===== src/rtl/bist_pkg.sv =====
// rtl/bist_pkg.sv - shared constants for the BIST vector sequencer
package bist_pkg;

    // Sequencer FSM encoding
    localparam logic [1:0] ST_IDLE  = 2'd0;
    localparam logic [1:0] ST_APPLY = 2'd1;
    localparam logic [1:0] ST_DRAIN = 2'd2;
    localparam logic [1:0] ST_DONE  = 2'd3;

    // Result reporting modes
    localparam logic BIST_MODE_CMP = 1'b0;
    localparam logic BIST_MODE_SIG = 1'b1;

    // JTAG instruction opcodes that reach this block
    localparam logic [3:0] RUNBIST = 4'h4;
    localparam logic [3:0] GETTEST = 4'h5;

endpackage


===== src/rtl/bist_misr.sv =====
// rtl/bist_misr.sv - multiple-input signature register for response compaction
module bist_misr #(
    parameter int                RESP_W = 4,
    parameter logic [RESP_W-1:0] TAPS   = 4'b1001
) (
    input  logic              clk,
    input  logic              rst,
    input  logic              clear,
    input  logic              enable,
    input  logic [RESP_W-1:0] data_in,
    output logic [RESP_W-1:0] sig_out
);

    logic [RESP_W-1:0] misr;

    // Shift left, feed the tap parity into bit 0, then fold in the new response
    always_ff @(posedge clk or posedge rst) begin
        if (rst) begin
            misr <= '0;
        end else if (clear) begin
            misr <= '0;
        end else if (enable) begin
            misr <= {misr[RESP_W-2:0], ^(misr & TAPS)} ^ data_in;
        end
    end

    assign sig_out = misr;

endmodule


===== src/rtl/bist_sequencer.sv =====
// rtl/bist_sequencer.sv - stored-vector BIST engine with compare and MISR signature modes
module bist_sequencer
    import bist_pkg::*;
#(
    parameter int                DEPTH  = 256,
    parameter int                STIM_W = 5,
    parameter int                RESP_W = 4,
    parameter int                LAT    = 1,
    parameter logic [RESP_W-1:0] TAPS   = 4'b1001,
    parameter int                AW     = $clog2(DEPTH)
) (
    input  logic                     clk,
    input  logic                     rst,
    input  logic                     load_clear,
    input  logic                     load_valid,
    input  logic [STIM_W+RESP_W-1:0] load_data,
    output logic                     load_full,
    output logic [AW:0]              entries,
    input  logic                     start,
    input  logic                     abort,
    input  logic                     mode,
    input  logic [RESP_W-1:0]        golden_sig,
    output logic [STIM_W-1:0]        dut_stim,
    input  logic [RESP_W-1:0]        dut_resp,
    output logic                     busy,
    output logic                     done,
    output logic                     pass,
    output logic [AW:0]              err_count,
    output logic [AW-1:0]            first_fail,
    output logic [RESP_W-1:0]        signature
);

    localparam int VW  = STIM_W + RESP_W;
    localparam int DCW = (LAT < 1) ? 1 : $clog2(LAT + 1);

    logic [1:0]        state;
    logic [VW-1:0]     mem [DEPTH];
    logic [AW:0]       wr_ptr;
    logic [AW-1:0]     rd_idx;
    logic [VW-1:0]     rd_word;
    logic              mode_q;
    logic [RESP_W-1:0] golden_q;
    logic [DCW-1:0]    drain_cnt;

    // Response pipeline: one slot per edge between stimulus update and sampling
    logic [LAT-1:0]    pipe_vld;
    logic [AW-1:0]     pipe_idx [LAT];
    logic [RESP_W-1:0] pipe_exp [LAT];

    logic start_run;
    logic last_apply;
    logic drain_end;
    logic sample_v;
    logic mismatch;
    logic load_we;

    assign entries    = wr_ptr;
    assign load_full  = (wr_ptr == (AW+1)'(DEPTH));
    assign busy       = (state != ST_IDLE);
    assign done       = (state == ST_DONE);
    assign rd_word    = mem[rd_idx];

    assign start_run  = (state == ST_IDLE) && start && !abort;
    assign last_apply = (state == ST_APPLY) && ({1'b0, rd_idx} == entries - (AW+1)'(1));
    assign drain_end  = (state == ST_DRAIN) && (drain_cnt == DCW'(LAT));
    assign sample_v   = pipe_vld[LAT-1] && busy && !abort;
    assign mismatch   = (dut_resp != pipe_exp[LAT-1]);
    assign load_we    = !busy && !load_clear && load_valid && !load_full;

    // Write pointer: clear wins over a write; both frozen while a run is active
    always_ff @(posedge clk or posedge rst) begin
        if (rst) begin
            wr_ptr <= '0;
        end else if (!busy) begin
            if (load_clear) begin
                wr_ptr <= '0;
            end else if (load_valid && !load_full) begin
                wr_ptr <= wr_ptr + (AW+1)'(1);
            end
        end
    end

    // Vector storage, no reset: contents are only meaningful below the write pointer
    always_ff @(posedge clk) begin
        if (load_we) begin
            mem[wr_ptr[AW-1:0]] <= load_data;
        end
    end

    // Run control FSM: apply N vectors, then wait LAT+1 edges for the tail samples
    always_ff @(posedge clk or posedge rst) begin
        if (rst) begin
            state     <= ST_IDLE;
            rd_idx    <= '0;
            drain_cnt <= '0;
            mode_q    <= BIST_MODE_CMP;
            golden_q  <= '0;
        end else begin
            case (state)
                ST_IDLE: begin
                    if (start_run) begin
                        state     <= (entries == '0) ? ST_DRAIN : ST_APPLY;
                        rd_idx    <= '0;
                        drain_cnt <= '0;
                        mode_q    <= mode;
                        golden_q  <= golden_sig;
                    end
                end
                ST_APPLY: begin
                    if (abort) begin
                        state <= ST_IDLE;
                    end else begin
                        rd_idx <= rd_idx + AW'(1);
                        if (last_apply) begin
                            state     <= ST_DRAIN;
                            drain_cnt <= '0;
                        end
                    end
                end
                ST_DRAIN: begin
                    if (abort) begin
                        state <= ST_IDLE;
                    end else if (drain_end) begin
                        state <= ST_DONE;
                    end else begin
                        drain_cnt <= drain_cnt + DCW'(1);
                    end
                end
                default: begin
                    state <= ST_IDLE;
                end
            endcase
        end
    end

    // Stimulus register holds its last value between runs
    always_ff @(posedge clk or posedge rst) begin
        if (rst) begin
            dut_stim <= '0;
        end else if (state == ST_APPLY && !abort) begin
            dut_stim <= rd_word[STIM_W-1:0];
        end
    end

    // Pipeline valid bits; emptied on abort and whenever no run is active
    always_ff @(posedge clk or posedge rst) begin
        if (rst) begin
            pipe_vld <= '0;
        end else if (abort || !busy) begin
            pipe_vld <= '0;
        end else begin
            for (int i = LAT - 1; i > 0; i--) begin
                pipe_vld[i] <= pipe_vld[i-1];
            end
            pipe_vld[0] <= (state == ST_APPLY);
        end
    end

    // Pipeline payload travels alongside the valid bits without a reset
    always_ff @(posedge clk) begin
        for (int i = LAT - 1; i > 0; i--) begin
            pipe_idx[i] <= pipe_idx[i-1];
            pipe_exp[i] <= pipe_exp[i-1];
        end
        pipe_idx[0] <= rd_idx;
        pipe_exp[0] <= rd_word[VW-1:STIM_W];
    end

    // Compare-mode bookkeeping and the pass verdict taken when entering DONE
    always_ff @(posedge clk or posedge rst) begin
        if (rst) begin
            err_count  <= '0;
            first_fail <= '0;
            pass       <= 1'b0;
        end else if (start_run) begin
            err_count  <= '0;
            first_fail <= '0;
            pass       <= 1'b0;
        end else if (busy && abort) begin
            pass <= 1'b0;
        end else begin
            if (sample_v && mode_q == BIST_MODE_CMP && mismatch) begin
                if (err_count != '1) begin
                    err_count <= err_count + (AW+1)'(1);
                end
                if (err_count == '0) begin
                    first_fail <= pipe_idx[LAT-1];
                end
            end
            if (drain_end) begin
                pass <= (mode_q == BIST_MODE_SIG) ? (signature == golden_q)
                                                  : (err_count == '0);
            end
        end
    end

    bist_misr #(
        .RESP_W (RESP_W),
        .TAPS   (TAPS)
    ) u_misr (
        .clk     (clk),
        .rst     (rst),
        .clear   (start_run),
        .enable  (sample_v && mode_q == BIST_MODE_SIG),
        .data_in (dut_resp),
        .sig_out (signature)
    );

endmodule

===== config.mk =====
export PLATFORM = sky130hd
export DESIGN_NAME = bist_sequencer
export DESIGN_NICKNAME = d
export VERILOG_FILES = /design/src/rtl/bist_pkg.sv /design/src/rtl/bist_misr.sv /design/src/rtl/bist_sequencer.sv
export SDC_FILE = /design/constraint.sdc
export NUM_CORES = 2
export LEC_CHECK = 0
export ABC_AREA = 1
export CORE_ASPECT_RATIO = 2
export CORE_MARGIN = 4
export CORE_UTILIZATION = 55
export DETAILED_ROUTE_END_ITERATION = 6
export HOLD_SLACK_MARGIN = 0.03
export PLACE_DENSITY = 0.69
export SYNTH_ARGS = -nofsm -noshare
export SYNTH_HDL_FRONTEND = slang
export SYNTH_SLANG_ARGS = --single-unit

===== constraint.sdc =====
create_clock -name clk -period 6.7 [get_ports clk]
set_input_delay 1.005 -clock clk [delete_from_list [all_inputs] [get_ports clk]]
set_output_delay 1.005 -clock clk [all_outputs]
set_load 0.005 [all_outputs]

Word level (Yosys, flattened, before mapping)
Memories as Yosys holds them, arrays and structs flattened.
Cells that the tools add are included.
- register bits: 53
- bits in latches: 0
- bits in writable memories: 2316
- memory bits (read-only): 0
- bits of input ports: 24
- output and inout bits: 39
- word-level logic and storage cells: 114
- memories: 3
- memory list (name ; words ; width ; read ports ; clocked after memory_dff ; write ports ; RTL line ; text):
    mem ; 256 ; 9 ; 1 ; 0 ; 1 ; bist_sequencer.sv:37 ; logic [VW-1:0] mem [DEPTH];
    pipe_idx ; 1 ; 8 ; 1 ; 0 ; 1 ; bist_sequencer.sv:47 ; logic [AW-1:0] pipe_idx [LAT];
    pipe_exp ; 1 ; 4 ; 1 ; 0 ; 1 ; bist_sequencer.sv:48 ; logic [RESP_W-1:0] pipe_exp [LAT];
- $add $sub $neg: 5
- multipliers: 0
- divide/modulo/power cells: 0
- order comparisons: 0
- eq/ne operators: 16
- shift-type cells: 0
- muxes and demuxes: 35
- bitwise operators: 3
- reduce and logical (&&, ||, !) cells: 40
- operator list (operator ; count):
    9-bit two-way mux ; 6
    8-bit two-way mux ; 6
    9-bit by 1-bit adder with 9-bit output (second input constant) ; 2
    9-bit zero test ; 2
    8-bit case mux with 2 select lines ; 1
    1-bit logical AND ; 15
    2-bit nonzero test ; 7
    1-bit two-way mux ; 12
    2-bit two-way mux ; 6
    2-bit != test (second input constant) ; 6
    3-bit AND reduction ; 4
    8-bit by 9-bit == test with 1-bit output ; 1
    9-bit == test (second input constant) ; 1
    9-bit != test (second input constant) ; 1
    9-bit by 1-bit subtractor with 9-bit output (second input constant) ; 1
    8-bit by 1-bit adder with 8-bit output (second input constant) ; 1
    4-bit two-way mux ; 2
    3-bit != test (second input constant) ; 2
    2-bit case mux with 3 select lines ; 1
    6-bit AND reduction ; 1
    3-bit nonzero test ; 2
    2-bit == test (second input constant) ; 2
    4-bit == test ; 1
    1-bit zero test ; 4
    10 further kinds ; 12

Longest topological paths before layout
- word-level depth: 8
- gate-level depth with buffers: 16

Cells and area by module
A second synthesis with hierarchy kept.
- cells, all modules: 7982
- area, all modules: 96038.4 um2
- modules (own cells, without submodules) (module ; instances ; cells each ; area each (um2) ; seq. area each (um2)):
    bist_sequencer ; 1 ; 7953 ; 95804.4 ; 70652.8
    bist_misr ; 1 ; 29 ; 234.0 ; 100.1

Worst setup path before layout
OpenSTA, ideal clock, no wires.
- path type: input to register
- start point: in load_valid
- end point: mem mem[150][0] in the netlist's numbering, enable pin
- library setup time: 374 ps
- arrival time: 2294 ps
- slack: 4032 ps
- cell stages on the path: 8
- cells stage by stage: inv_1 nor3_4 nand2_2 buf_6 nor2_8 nand2_4 buf_4 nor2_1
- longest elaborated chain between the ends: 4
- RTL lines (what ; RTL line ; text):
    start, declared ; bist_sequencer.sv:15 ; input logic load_valid,
    1-bit logical AND (2 in a row) ; bist_sequencer.sv:68 ; assign load_we = !busy && !load_clear && load_valid && !load_full;
    1-bit two-way mux ; bist_sequencer.sv:85 ; if (load_we) begin
    1-bit two-way mux (not written as such) ; bist_sequencer.sv:86 ; mem[wr_ptr[AW-1:0]] <= load_data;
    end, declared ; bist_sequencer.sv:37 ;
Every way passes these cells.

Worst setup path in the final report
- start point: reg wr_ptr[0], in the netlist entries[0]
- end point: mem mem[120][7] in the netlist's numbering, enable pin
- longest elaborated chain between the ends: 5
- RTL lines (what ; RTL line ; text):
    start, declared ; bist_sequencer.sv:38 ; logic [AW:0] wr_ptr;
    start signal, assigned ; bist_sequencer.sv:78 ; wr_ptr <= wr_ptr + (AW+1)'(1);
    9-bit == test ; bist_sequencer.sv:58 ; assign load_full = (wr_ptr == (AW+1)'(DEPTH));
    1-bit zero test ; bist_sequencer.sv:68 ;
    1-bit logical AND ; bist_sequencer.sv:68 ;
    1-bit two-way mux ; bist_sequencer.sv:85 ;
    1-bit two-way mux (not written as such) ; bist_sequencer.sv:86 ;
Parallel ways exist; a longest one is shown, timed or not.

==> impl_results.md <==
- Status: finished clean
- Initial antenna violation count: 5
- WP data required: 7.15 ns
- Total CTS buffers: 194
- DRT Pass-1 Iters: 6
- CTS tree: done
- Final WS setup: 2.046 ns
- Yosys warning count: 0
- DRC Markers: 0
- Placer Congestion: 0.9386
- Initial Util: a little under three fifths
- Post-synthesis sequential area ratio: around 74%
- Register bit total from synthesis: between 2,000 and 2,500
- Reg2reg setup slack: ~2 ns
- GRT Overall Usage: 29.12%
- Post-CTS Setup Bufs: 0
- Most frequent cells after synthesis: edfxtp_1 (2,304), nand2_1 (1,863), nand3_1 (1,774)
- Vias in the first global route: just over 60,000
- Count leader, synth: edfxtp_1
- Max Cap Viol: 0
- Area contributors post-synth: edfxtp_1 (72%), nand3_1 (9.2%), nand2_1 (7.3%), nor2_1 (2.5%), o21ai_0 (2.1%)
- Primary FF master, synth: edfxtp_1
- Vias: roughly 63,000
- Worst-path maximum fanout: 16
- Largest net degree at the start of global routing: roughly 230
- Num ports: between 60 and 70
- Period utilization: 69.46%
- Multi-input gate area: roughly 22,000 sq um
- Max Clock Skew: approximately 0.036 ns
- First-pass GRT wire length: between 300 and 400 mm
- Final TNS setup: 0 ns
- Root Buffer: clkbuf_16
- Drt wl/cell: roughly 26 um
- Drt initial violations: ~7,600
- Layout cell share with drive strength beyond 1: about 5.3%
- Total core area: 173,500 sq um
- Post-synth EDFFs: 2,304
- Crit path DAT: around 5.1 ns
- Worst-Margin Slew: 1.158 ns
- Clock latency on the worst-skew pair: 0.84 ns
- Sequential Area: ~71,000 sq um
- Final wirelength: between 200 and 300 mm
- Pins over their slew limit: 0
- Max clock buf depth: 4
- Worst VDD drop: roughly 370 uV
- Worst min path class: reg2reg
- Yosys top cell by area: edfxtp_1
- Vias per cell: around 6.2
- Clock Sinks: ~2,400
- Area Growth Syn to Fin: 8.339%
- Pleak: between 0.03 and 0.04 uW
- Setup Viol. Count Final: 0
- Syn_area_per_cell: between 10 and 15 sq um
- Number of library cell types mapped by synthesis: 45
- Post-CTS sizing: 0
- Min cycle time layout: 4.654 ns
- Dpl hpwl: 157.8 mm
- Yosys top cell area share: between 70% and 80%
- Design Area, Final: ~100,000 sq um
- Synthesized instance count: 7,982
- CP Capture Type: flip-flop
- Full die area: roughly 180,000 sq um
- Overflow after GRT: 0
- Critical path class: reg2reg
- Row count: roughly 220
- Fillers: about 13,000
- Rel. slew slack: between 20% and 30%
- H-tree levels: 4
- Net Count, Synth: between 8,000 and 9,000
- PwrDens: 364.5 nW/um^2
- Placed cell area: a little under 100,000 sq um
- Clk pin slew, worst setup/hold paths: 0.07 ns
- Async SR Flop Fraction: under 10%
- DP Worst Slack: around 2.1 ns
- Die width: 303.6 um
- Final Hold Viols: 0
- Post-CTS Hold Fix Bufs: 0
- Mapped Area: 96,120 sq um
- Achievable Freq: between 200 and 250 MHz
- RSZ-0062 raised after global routing: false
- # port buffers: 62
- DIE HEIGHT: ~600 um
- ANT nets after route: 0
- Layout net count: around 7,800
- Startpoint types: flip-flop
sequential cells by signal, summed over array words and instances, names as in the netlist:
register	count
mode_q	1
entries	9
golden_q	4
pass	1
rd_idx	8
drain_cnt	1
u_misr.sig_out	4
state	2
pipe_idx	8
first_fail	8
err_count	9
mem	2304
dut_stim	5
pipe_vld	1
pipe_exp	4
per-stage QoR:
step	util, %	total power (uW)	hold WS [ns]	std cells
6_report	60.02	37960	0.4599	10220
5_1_grt	60.02	39390	0.4805	10210
4_1_cts	60.02	37890	0.4629	10210
3_5_place_dp	56.45	26750	0.4550	9868
3_3_place_gp	56.45	26600	0.4362	9868
2_1_floorplan	-	23340	0.3454	7982
cell families (layout without fill, tap and decap cells):
kind of cell / after synthesis / count (layout) / share of synthesized area (%)
AOI/OAI and AO/OA: 618 / 618 / 3.478
xor gates and xnor gates: 22 / 22 / 0.2004
adders and majority gates: 9 / 9 / 0.1171
buffers and inverters: 630 / 571 / 3.106
DFF: 2369 / 2369 / 73.61
other: 0 / 3 / 0
and+or+nand+nor: 4334 / 4334 / 19.49
worst max-delay path: stages (launching register included):
cell,delay [ns]
dfrtp_1,0.45
inv_1,0.18
ha_1,0.29
inv_1,0.13
nor2_4,0.07
inv_4,0.43
nor3_4,0.08
nor3_4,0.17
nand2_2,0.28
nor2_1,0.48
nand2_1,0.78
nor2_1,0.89
power breakdown:
part	internal (uW)	switching [uW]
clock network	6250	5090
logic	2670	7430
registers	16300	179
path summary, 6_finish.rpt:
| kind | from | endpoint | cells after the start |
|---|---|---|---|
| worst max-delay path | entries[0]$_DFFE_PP0P_ | mem[120][7]$_DFFE_PP_ | 11 |
| worst min register to register | pipe_idx[0][4]$_DFF_P_ | first_fail[4]$_DFFE_PP0P_ | 2 |
| max in group asynchronous | rst | rd_idx[2]$_DFFE_PP0P_ | 3 |
| min in group asynchronous | rst | u_misr.sig_out[3]$_DFFE_PP0P_ | 3 |
| worst max register to register | entries[0]$_DFFE_PP0P_ | mem[120][7]$_DFFE_PP_ | 11 |
| worst min-delay path | pipe_idx[0][4]$_DFF_P_ | first_fail[4]$_DFFE_PP0P_ | 2 |
layout make-up:
type / instances / area share, %
multi-input combinational: 4983 / 21.54
antenna: 3 / 0.007209
clock inverter: 98 / 0.9600
clock buffer: 246 / 4.981
tap: 2289 / 2.750
inverter: 83 / 0.3364
timing repair buffer: 144 / 1.471
sequential: 2369 / 67.96
placed cells by master (no fill, tap or decap), drive strengths merged, types with 2 or more instances in the layout:
cell / netlist / layout
nand3: 1774 / 1774
dfxtp: 12 / 12
nand4: 2 / 2
nor3b: 3 / 3
ha: 9 / 9
nand3b: 2 / 2
o21a: 2 / 2
inv: 79 / 86
clkinv: 4 / 66
clkinvlp: 0 / 9
bufinv: 0 / 20
clkdlybuf4s50: 0 / 53
diode: 0 / 3
nand2: 1877 / 1877
nor4: 4 / 4
clkbuf: 211 / 246
xor2: 10 / 10
or2: 3 / 3
o22ai: 181 / 181
nor3: 18 / 18
xnor2: 12 / 12
o21ai: 399 / 399
nor2: 651 / 651
buf: 336 / 91
dfrtp: 53 / 53
edfxtp: 2304 / 2304
a21oi: 30 / 30
layer usage:
layer | routed length [um] | vias to the layer above | GRT usage [%] | part of all wire [%]
met5 | 0 | - | 0 | 0
met1 | 90030 | 30800 | 33.61 | 33
li1 | - | 28100 | - | -
met4 | 21410 | 0 | 19.69 | 7.9
met3 | 21480 | 817 | 4.118 | 8.0
met2 | 137100 | 3302 | 50.66 | 51
Note: power is estimated with default switching activity, not from simulation.
